### src/rtl/flappy_game_ctrl.sv
// Flappy Bird game sequencer: FSM, frame tick, flap pulse, BCD score.
// Define GAME_HISCORE_EN to build the high-score register.
module flappy_game_ctrl #(
   parameter int TICK_DIV   = 25_000_000,
   parameter int HOLD_TICKS = 50
) (
   input  logic       clk,
   input  logic       reset,
   input  logic       flap_btn,
   input  logic       over,
   input  logic       point,
   output logic       start,
   output logic       frame_tick,
   output logic       flap_pulse,
   output logic [1:0] state,
   output logic [7:0] score,
   output logic [7:0] hiscore
);

   localparam int TW = $clog2(TICK_DIV);
   localparam int HW = $clog2(HOLD_TICKS + 1);
   localparam logic [TW-1:0] TICK_MAX  = TW'(TICK_DIV - 1);
   localparam logic [HW-1:0] HOLD_INIT = HW'(HOLD_TICKS);

   typedef enum logic [1:0] {
      S_IDLE = 2'd0,
      S_PLAY = 2'd1,
      S_OVER = 2'd2
   } state_t;

   state_t        state_q, state_d;
   logic [TW-1:0] tick_q, tick_d;
   logic [HW-1:0] hold_q, hold_d;
   logic          flap_q, flap_d;
   logic          frame_tick_q, frame_tick_d;
   logic          flap_pulse_q, flap_pulse_d;
   logic          start_q, start_d;
   logic [7:0]    score_q, score_d;
   logic [7:0]    score_inc;
   logic          flap_edge;

   assign flap_edge = flap_btn & ~flap_q;

   // BCD increment that sticks at 99
   always_comb begin
      score_inc = score_q;
      if (score_q != 8'h99) begin
         if (score_q[3:0] == 4'd9) begin
            score_inc = {score_q[7:4] + 4'd1, 4'd0};
         end else begin
            score_inc = {score_q[7:4], score_q[3:0] + 4'd1};
         end
      end
   end

   always_comb begin
      state_d      = state_q;
      score_d      = score_q;
      hold_d       = hold_q;
      flap_d       = flap_btn;
      flap_pulse_d = 1'b0;
      frame_tick_d = (tick_q == TICK_MAX);
      tick_d       = (tick_q == TICK_MAX) ? '0 : tick_q + 1'b1;

      unique case (state_q)
         S_IDLE: begin
            if (flap_edge) begin
               state_d = S_PLAY;
               score_d = 8'h00;
            end
         end
         S_PLAY: begin
            if (over) begin
               state_d = S_OVER;
               hold_d  = HOLD_INIT;
            end else begin
               if (point) begin
                  score_d = score_inc;
               end
               flap_pulse_d = flap_edge;
            end
         end
         S_OVER: begin
            if (hold_q == '0) begin
               if (flap_edge) begin
                  state_d = S_IDLE;
               end
            end else if (frame_tick_q) begin
               hold_d = hold_q - 1'b1;
            end
         end
         default: begin
            state_d = S_IDLE;
         end
      endcase

      start_d = (state_d == S_PLAY);
   end

   always_ff @(posedge clk) begin
      if (reset) begin
         state_q      <= S_IDLE;
         tick_q       <= '0;
         hold_q       <= '0;
         flap_q       <= 1'b0;
         frame_tick_q <= 1'b0;
         flap_pulse_q <= 1'b0;
         start_q      <= 1'b0;
         score_q      <= 8'h00;
      end else begin
         state_q      <= state_d;
         tick_q       <= tick_d;
         hold_q       <= hold_d;
         flap_q       <= flap_d;
         frame_tick_q <= frame_tick_d;
         flap_pulse_q <= flap_pulse_d;
         start_q      <= start_d;
         score_q      <= score_d;
      end
   end

`ifdef GAME_HISCORE_EN
   logic [7:0] hiscore_q, hiscore_d;

   always_comb begin
      hiscore_d = hiscore_q;
      if (state_q == S_PLAY && over && score_q > hiscore_q) begin
         hiscore_d = score_q;
      end
   end

   always_ff @(posedge clk) begin
      if (reset) begin
         hiscore_q <= 8'h00;
      end else begin
         hiscore_q <= hiscore_d;
      end
   end

   assign hiscore = hiscore_q;
`else
   assign hiscore = 8'h00;
`endif

   assign state      = state_q;
   assign start      = start_q;
   assign frame_tick = frame_tick_q;
   assign flap_pulse = flap_pulse_q;
   assign score      = score_q;

endmodule

### config.mk
export PLATFORM = sky130hd
export DESIGN_NAME = flappy_game_ctrl
export DESIGN_NICKNAME = d
export VERILOG_FILES = /design/src/rtl/flappy_game_ctrl.sv
export SDC_FILE = /design/constraint.sdc
export NUM_CORES = 1
export LEC_CHECK = 0
export ABC_AREA = 0
export CAP_MARGIN = 30
export CORE_MARGIN = 2
export CORE_UTILIZATION = 25
export CTS_BUF_LIST = sky130_fd_sc_hd__clkbuf_2 sky130_fd_sc_hd__clkbuf_4 sky130_fd_sc_hd__clkbuf_8
export DETAILED_ROUTE_END_ITERATION = 12
export HOLD_SLACK_MARGIN = 0.02
export PLACE_DENSITY_LB_ADDON = 0.15
export SYNTH_ARGS = -nofsm -noshare
export SYNTH_HDL_FRONTEND = slang
export SYNTH_SLANG_ARGS = --single-unit
### constraint.sdc
create_clock -name clk -period 2.59 [get_ports clk]
set_clock_uncertainty 0.15 [all_clocks]
set_input_delay 0.777 -clock clk [delete_from_list [all_inputs] [get_ports clk]]
set_output_delay 0.777 -clock clk [all_outputs]
set_load 0.03 [all_outputs]
* After elaboration in Yosys (flattened, before gate mapping) *
Index checks and enable logic that the tools add are counted.

cells by class
  $add $sub $neg = 4
  multipliers = 0
  div/mod/pow operators = 0
  order comparisons = 0
  eq/ne operators = 14
  shift operators = 0
  mux-type cells = 15
  bitwise operators = 3
  reduce and logical (&&, ||, !) cells = 9

operators by type and width
  operator               number
  $mux 8                 5
  $add 25x1->25 const B  1
  $eq 25x25->1 const B   1
  $mux 6                 3
  $ne 2x2->1 const B     8
  $pmux 8 s2             1
  $pmux 6 s2             1
  $add 4x1->4 const B    2
  $mux 2                 4
  $ne 8x8->1 const B     1
  $logic_not 6->1        1
  $pmux 2 s3             1
  $reduce_and 6->1       1
  $sub 6x1->6 const B    1
  $reduce_and 5->1       1
  $eq 2x1->1 const B     2
  $eq 4x4->1 const B     1
  $reduce_and 4->1       1
  $reduce_bool 2->1      2
  $reduce_or 3->1        1
  $eq 2x2->1 const B     1
  $logic_not 2->1        1
  $not 1->1              2
  $reduce_or 2->1        1
  $and 1x1->1            1

storage, ports and cells
  flip-flop bits (word level) = 45
  bits in latches = 0
  bits in writable memories = 0
  bits in read-only memories = 0
  input bits = 5
  memories = 0

* Logic depth before layout (Yosys ltp) *
Gate-level depths: netlist of run 1.

  word-level depth = 6
  depth in mapped cells = 6
  depth with buffers taken out = 6

* Worst setup path before layout of run 1 *
OpenSTA, ideal clock, no wires.

  kind = register to register
  start point = register tick_q[0]
  end point = register tick_q[22]
  data arrival time = 1.940 ns
  data required time = 2.374 ns
  slack = 0.434 ns
  stages on the path, launching flop included = 7
  path buffers = 1
  clock period less this slack = 2.156 ns
  cell sequence = dfxtp_1 ha_1 nand2_1 or4_1 buf_2 or4_4 a21oi_2

between the ends
  cells in the longest elaborated chain, start to end = 2

ends and longest elaborated chain
  what                                                                   RTL line  text
  start: declaration                                                     32        logic [TW-1:0] tick_q, tick_d;
  start signal: assignment                                               112       tick_q <= tick_d;
  parallel branches: the longest is 2 deep, another holds $add 25x1->25  --

Parallel ways; which one is timed is not known.
A chain may end at the register's enable or synchronous reset.

* Worst setup path after layout of run 1 *
  start point = input port flap_btn
  end point = register score_q[3], in the netlist score[3]

between the ends
  cells in the longest elaborated chain, start to end = 3

ends and longest elaborated chain
  what                               RTL line  text
  start: declaration                 9         input logic flap_btn,
  $and 1x1->1                        42        assign flap_edge = flap_btn & ~flap_q;
  $ne 2x2->1 (no source line)        --
  $reduce_and 5->1 (no source line)  --
  end signal: assignment             118       score_q <= score_d;
  end: declaration                   38        logic [7:0] score_q, score_d;

Every way passes these cells.

==> impl_metrics.env, run 1 <==
export IMPL_slowest_stage="clkdlybuf4s50_1"
export IMPL_cts_tree="built"
export IMPL_max_freq_mhz=420
export IMPL_die_area_um2=9940
export IMPL_async_flop_share_pct=0
export IMPL_netlist_area_um2=2290
export IMPL_clock_latency_ns=0.30
export IMPL_dp_hpwl_mm=3.76
export IMPL_drive_above_1_share_pct=9.80
export IMPL_ant_nets=0
export IMPL_diodes=0
export IMPL_finalCritPeriodShare_pct=92.0
export IMPL_cp_required_ns=2.65
export IMPL_dp_slack_ns=-0.118
export IMPL_synth_ff_type="dfxtp_1"
export IMPL_whs_ns=0.324
export IMPL_clockBufferDepth=2
export IMPL_power_density_nw_per_um2=535
export IMPL_setup_violations_final=0
export IMPL_cts_root_buf="clkbuf_8"
export IMPL_row_count=34
export IMPL_finalWorstSetupSlack_ns=0.207
export IMPL_track_usage_pct=11.1
export IMPL_synth_top_family_by_area="simple AND/OR/NAND/NOR gates"
export IMPL_fin_cells=404
export IMPL_synth_edf_count=0
export IMPL_post_cts_buffers=0
export IMPL_synth_avg_cell_area_um2=8.58
export IMPL_yosysSeqAreaShare_pct=39.3
export IMPL_grt_ovfl_total=0
export IMPL_fin_setup_tns_ns=0
export IMPL_netlist_instances=267
export IMPL_hp_class="flip-flop to flip-flop"
export IMPL_outcome="finished clean"
export IMPL_synthMuxAreaShare_pct=0.874
export IMPL_cp_end_kind="flip-flop"
export IMPL_worstSetupPathType="input pin to flip-flop"
export IMPL_drt_iter0_drc=45
export IMPL_die_w_um=99.7
export IMPL_grt_first_pass_wirelength_mm=9.06
export IMPL_htree_num_levels=2
export IMPL_port_buffer_count=17
export IMPL_grt_max_degree=15
export IMPL_dieHeight_um=99.7
export IMPL_clk_pin_slew_ns=0.09
export IMPL_grt_pass1_vias=1928
export IMPL_synth_adder_area_share_pct=3.28
export IMPL_dp_cells=396
export IMPL_num_vias=2007
export IMPL_start_util_pct=26.0
export IMPL_critical_path_startpoint_type="input pin"
export IMPL_hold_viol_final=0
export IMPL_boundaryPins=26
export IMPL_synthSimpleGateAreaFrac_pct=29.3
export IMPL_maxCapViolations=0
export IMPL_drv_slew=0
export IMPL_critPathMaxFanout=4
export IMPL_coreArea_um2=8810
export IMPL_antenna_found_initial=0
export IMPL_cts_sinks=45
export IMPL_rsz0062_at_grt="false"
export IMPL_drcViolationCount=0
export IMPL_worstPathArrival_ns=2.45
export IMPL_synth_cell_type_count=49
export IMPL_avgRoutedWirePerCell_um=12.9
export IMPL_cts_buffers=5
export IMPL_vdd_drop_max_mv=0.201
export IMPL_synth_xor_area_share_pct=3.83
export IMPL_fin_crit_ns=2.38
export IMPL_area_delta_synth_final_pct=21.1
export IMPL_yosysWarnings=0
export IMPL_leakagePower_nw=0.921
export IMPL_postCtsHoldBufs=0
export IMPL_ctsResizeCount=0
export IMPL_wl_mm=5.21
export IMPL_viasPerCell=4.97
export IMPL_synth_compound_area_share_pct=17.4
export IMPL_ys_ff_latch=45
export IMPL_nets=306
export IMPL_worstPathCellList="clkdlybuf4s50_1 > or3b_2 > a21o_1 > a211o_1 > o32ai_1"
export IMPL_place_gp_congestion=0.735
export IMPL_firstDrtPassIters=6
export IMPL_max_stage_delay_ns=0.49
layout make-up:
class,instances,area (um^2)
Tap cell,108,135
Inverter,9,33.8
Timing Repair Buffer,31,275
Multi-Input combinational cell,203,1290
Clock buffer,5,68.8
Fill cell,942,6030
Sequential cell,45,901
Clock inverter,3,65.1
path summary, 6_finish.rpt:
| kind | depth (start not counted) | slack, ns | startpoint | endpoint |
|---|---|---|---|---|
| max | 5 | 0.21 | flap_btn | score[3] |
| min | 1 | 0.32 | tick_q[0] | tick_q[0] |
| max reg2reg | 5 | 0.31 | tick_q[0] | tick_q[22] |
| min reg2reg | 1 | 0.32 | tick_q[0] | tick_q[0] |
critical path: cells and delay by family:
family          cells  cell delay [ns]
compound gates      3             0.72
buf+inv             1             0.49
simple gates        1             0.47
cell usage in the layout, fill, tap and decap left out, types with 3 or more instances in the layout:
| cell type | n |
|---|---|
| dfxtp_1 | 45 |
| a21oi_1 | 24 |
| clkdlybuf4s50_1 | 17 |
| nand2_1 | 15 |
| nor2_1 | 15 |
| o21ai_0 | 15 |
| buf_4 | 14 |
| nand3_1 | 11 |
| inv_1 | 9 |
| nand2b_1 | 9 |
| or4_1 | 9 |
| nand4_1 | 8 |
| o31ai_1 | 8 |
| conb_1 | 8 |
| or3_1 | 7 |
| and3_1 | 6 |
| ha_1 | 6 |
| nor4_1 | 5 |
| xor2_1 | 5 |
| nand3b_1 | 5 |
| nor3_1 | 5 |
| xnor2_1 | 5 |
| clkbuf_8 | 5 |
| nor2b_1 | 3 |
| a211oi_1 | 3 |
where the power goes:
| part | internal [mW] | leakage, nW | switching [mW] |
|---|---|---|---|
| sequential | 0.704 | 0.364 | 0.00960 |
| clock | 0.384 | 0.0681 | 0.254 |
| combinational | 0.0525 | 0.489 | 0.0815 |
| total | 1.14 | 0.921 | 0.345 |
cell usage after synthesis (2+ instances only):
master / count / area [um^2]
xnor2_1: 5 / 43.8
a31oi_1: 2 / 12.5
buf_4: 8 / 60.1
nor3_1: 5 / 25.0
clkbuf_1: 6 / 22.5
or4_1: 9 / 67.6
nand2b_1: 9 / 56.3
inv_1: 9 / 33.8
nand2_1: 15 / 56.3
and3b_1: 2 / 17.5
o21ai_0: 15 / 75.1
or3_1: 7 / 43.8
nand4_1: 8 / 50.1
nor4_1: 5 / 31.3
buf_2: 3 / 15.0
o31ai_1: 8 / 60.1
or3b_2: 2 / 17.5
nor4b_1: 2 / 17.5
nor2_1: 15 / 56.3
dfxtp_1: 45 / 901
nand3b_1: 5 / 37.5
ha_1: 6 / 75.1
and3_1: 6 / 37.5
nor2b_1: 3 / 18.8
a211oi_1: 3 / 22.5
nand3_1: 11 / 55.1
xor2_1: 5 / 43.8
and4_1: 2 / 17.5
a21oi_1: 24 / 120
a41oi_1: 2 / 17.5
mux2i_1: 2 / 20.0
sequential cells by signal, summed over array words and instances, names as in the netlist:
name        count
hold_q          6
frame_tick      1
score           8
state           2
flap_q          1
start           1
tick_q         25
flap_pulse      1
logic make-up after synthesis:
group | count (synthesis)
xor gates and xnor gates | 10
adders and majority gates | 6
DFF | 45
buffers and inverters | 26
muxes | 2
other | 1
AOI/OAI and AO/OA | 64
and+or+nand+nor | 113
routing by layer:
layer	vias up	GRT usage, %	share of wire, %	wire length [um]
met2	26	18.5	47	2460
met5	-	0	0	0
li1	1032	-	-	-
met3	5	2.39	2.9	151
met1	944	14.3	49	2540
met4	0	4.00	1.1	59
metrics by stage:
| stage | util, % | area [um^2] | power [mW] |
|---|---|---|---|
| finish | 31.5 | 2770 | 1.48 |
| global route | 31.5 | 2770 | 1.55 |
| CTS | 31.5 | 2770 | 1.51 |
| detailed placement | 30.0 | 2640 | 0.865 |
| global placement | 30.0 | 2640 | 0.867 |
| floorplan | - | 2320 | 0.823 |
(Power assumes the default switching activity.)
==> run 2, diff against run 1 <==
==> constraint.sdc (replaced) <==
create_clock -name clk -period 2.5 [get_ports clk]
set_clock_uncertainty 0.15 [all_clocks]
set_input_delay 0.75 -clock clk [delete_from_list [all_inputs] [get_ports clk]]
set_output_delay 0.75 -clock clk [all_outputs]
set_load 0.03 [all_outputs]
==> run 2 against run 1 <==
  * Clock power fell by 24%
  * Final cell count grew 0.25%
  * Design area fell by 1.0%
  * Highest routed layer unchanged
  * Hold slack better by 0.0077 ns
  * Total power fell by 8.4%
  * Worst setup slack worse by 0.092 ns
==> impl_metrics.env, run 2 (synthesized netlist as in run 1, its figures left out) <==
export IMPL_avgRoutedWirePerCell_um=13.0
export IMPL_hold_start="tick_q[0]"
export IMPL_worstPathCellList="clkdlybuf4s50_1 > or3b_2 > a21o_1 > a211o_1 > o32ai_1"
export IMPL_track_usage_pct=11.0
export IMPL_hold_viol_final=0
export IMPL_viasPerCell=4.92
export IMPL_whs_path_depth=1
export IMPL_worstPathArrival_ns=2.45
export IMPL_fin_crit_ns=2.39
export IMPL_slowest_stage="clkdlybuf4s50_1"
export IMPL_regMostFlops="tick_q"
export IMPL_hp_class="flip-flop to flip-flop"
export IMPL_placed_area_um2=2660
export IMPL_antenna_found_initial=0
export IMPL_grt_pass1_vias=1905
export IMPL_cp_end_kind="flip-flop"
export IMPL_worst_hold_path_endpoint="tick_q[0]"
export IMPL_row_count=34
export IMPL_drv_slew=0
export IMPL_diodes=0
export IMPL_ctsResizeCount=0
export IMPL_finalPower_mw=1.36
export IMPL_dieHeight_um=99.7
export IMPL_wl_mm=5.27
export IMPL_design_area_um2=2750
export IMPL_coreArea_um2=8810
export IMPL_final_common_cell="dfxtp_1"
export IMPL_finalCritPeriodShare_pct=95.4
export IMPL_drt_iter0_drc=62
export IMPL_grt_ovfl_total=0
export IMPL_ant_nets=0
export IMPL_largest_register_ffs=25
export IMPL_nets=308
export IMPL_fin_setup_tns_ns=0
export IMPL_reg2reg_slack_ns=0.27
export IMPL_boundaryPins=26
export IMPL_die_area_um2=9940
export IMPL_clockBufferDepth=2
export IMPL_maxCapViolations=0
export IMPL_max_stage_delay_ns=0.49
export IMPL_die_w_um=99.7
export IMPL_area_delta_synth_final_pct=19.9
export IMPL_port_buffer_count=17
export IMPL_outcome="finished clean"
export IMPL_critPathMaxFanout=6
export IMPL_worstSetupPathType="input pin to flip-flop"
export IMPL_start_util_pct=26.0
export IMPL_cts_sinks=45
export IMPL_cp_required_ns=2.56
export IMPL_drive_above_1_share_pct=10.1
export IMPL_cts_root_buf="clkbuf_8"
export IMPL_grt_first_pass_wirelength_mm=9.01
export IMPL_num_vias=1994
export IMPL_timing_rr_start="tick_q[6]"
export IMPL_leakagePower_nw=0.908
export IMPL_dp_slack_ns=-0.201
export IMPL_place_gp_congestion=0.742
export IMPL_htree_num_levels=2
export IMPL_fin_cells=405
export IMPL_whs_ns=0.332
export IMPL_r2r_end="tick_q[21]"
export IMPL_utilization_pct=31.2
export IMPL_vdd_drop_max_mv=0.218
export IMPL_finalWorstSetupSlack_ns=0.114
export IMPL_drcViolationCount=0
export IMPL_dp_hpwl_mm=3.82
export IMPL_grt_max_degree=16
export IMPL_max_freq_mhz=419
export IMPL_cts_tree="built"
export IMPL_clk_pin_slew_ns=0.09
export IMPL_firstDrtPassIters=4
export IMPL_rsz0062_at_grt="false"
export IMPL_post_cts_buffers=0
export IMPL_dp_cells=398
export IMPL_cts_buffers=5
export IMPL_critical_path_startpoint_type="input pin"
export IMPL_power_density_nw_per_um2=495
export IMPL_clock_latency_ns=0.30
export IMPL_layout_common_cells="dfxtp_1 (45), a21oi_1 (24), clkdlybuf4s50_1 (17)"
export IMPL_postCtsHoldBufs=0
export IMPL_setup_violations_final=0
export IMPL_r2r_cells=4
[run 2: changes by cell type in the layout (fill, tap and decap cells not counted), sizes merged]
cell | before | now
buf | 14 | 16
bufinv | 2 | 0
clkbuf | 5 | 7
clkinv | 1 | 0
[run 2: layout make-up]
cell class              count  area, um^2
repair buffers             33         290
multi-input cells         203        1290
inverters                   9        33.8
well taps                 108         135
clock buffers               7        90.1
fillers                   935        6060
flip-flops and latches     45         901
[run 2: per-layer routing]
layer / track usage, % / part of all wire, % / vias to the layer above
li1: - / - / 1033
met1: 14.4 / 50 / 922
met2: 18.1 / 45 / 33
met3: 2.39 / 3.0 / 6
met4: 3.16 / 1.2 / 0
met5: 0 / 0 / -
[run 2: worst max path at each step]
stage / to / slack (ns) / startpoint
3_5_place_dp: score[3] / -0.20 / flap_btn
4_1_cts: score[2] / 0.11 / score[2]
2_1_floorplan: tick_q[22] / 0.34 / tick_q[0]
6_report: score[3] / 0.11 / flap_btn
3_3_place_gp: score[7] / -0.16 / flap_btn
5_1_grt: score[3] / 0.05 / flap_btn
[run 2: worst max-delay path, delay by kind of cell]
family                 cells  cell delay (ns)
AND/OR/NAND/NOR            1             0.47
buffers and inverters      1             0.49
AO/OA/AOI/OAI              3             0.73
[run 2: power by group]
part           total (mW)  internal, mW  switching (mW)
combinational       0.137        0.0536          0.0838
sequential          0.741         0.729          0.0116
clock               0.482         0.231           0.251
total                1.36          1.01           0.346
==> run 3, diff against run 2 <==
--- a/config.mk
+++ b/config.mk
@@ -10,6 +10,7 @@
 export CORE_MARGIN = 2
 export CORE_UTILIZATION = 25
 export CTS_BUF_LIST = sky130_fd_sc_hd__clkbuf_2 sky130_fd_sc_hd__clkbuf_4 sky130_fd_sc_hd__clkbuf_8
+export CTS_CLUSTER_DIAMETER = 150
 export DETAILED_ROUTE_END_ITERATION = 12
 export HOLD_SLACK_MARGIN = 0.02
 export PLACE_DENSITY_LB_ADDON = 0.15
==> results of run 3 <==
Final layout, timing and power as in run 2 (identical DEF).
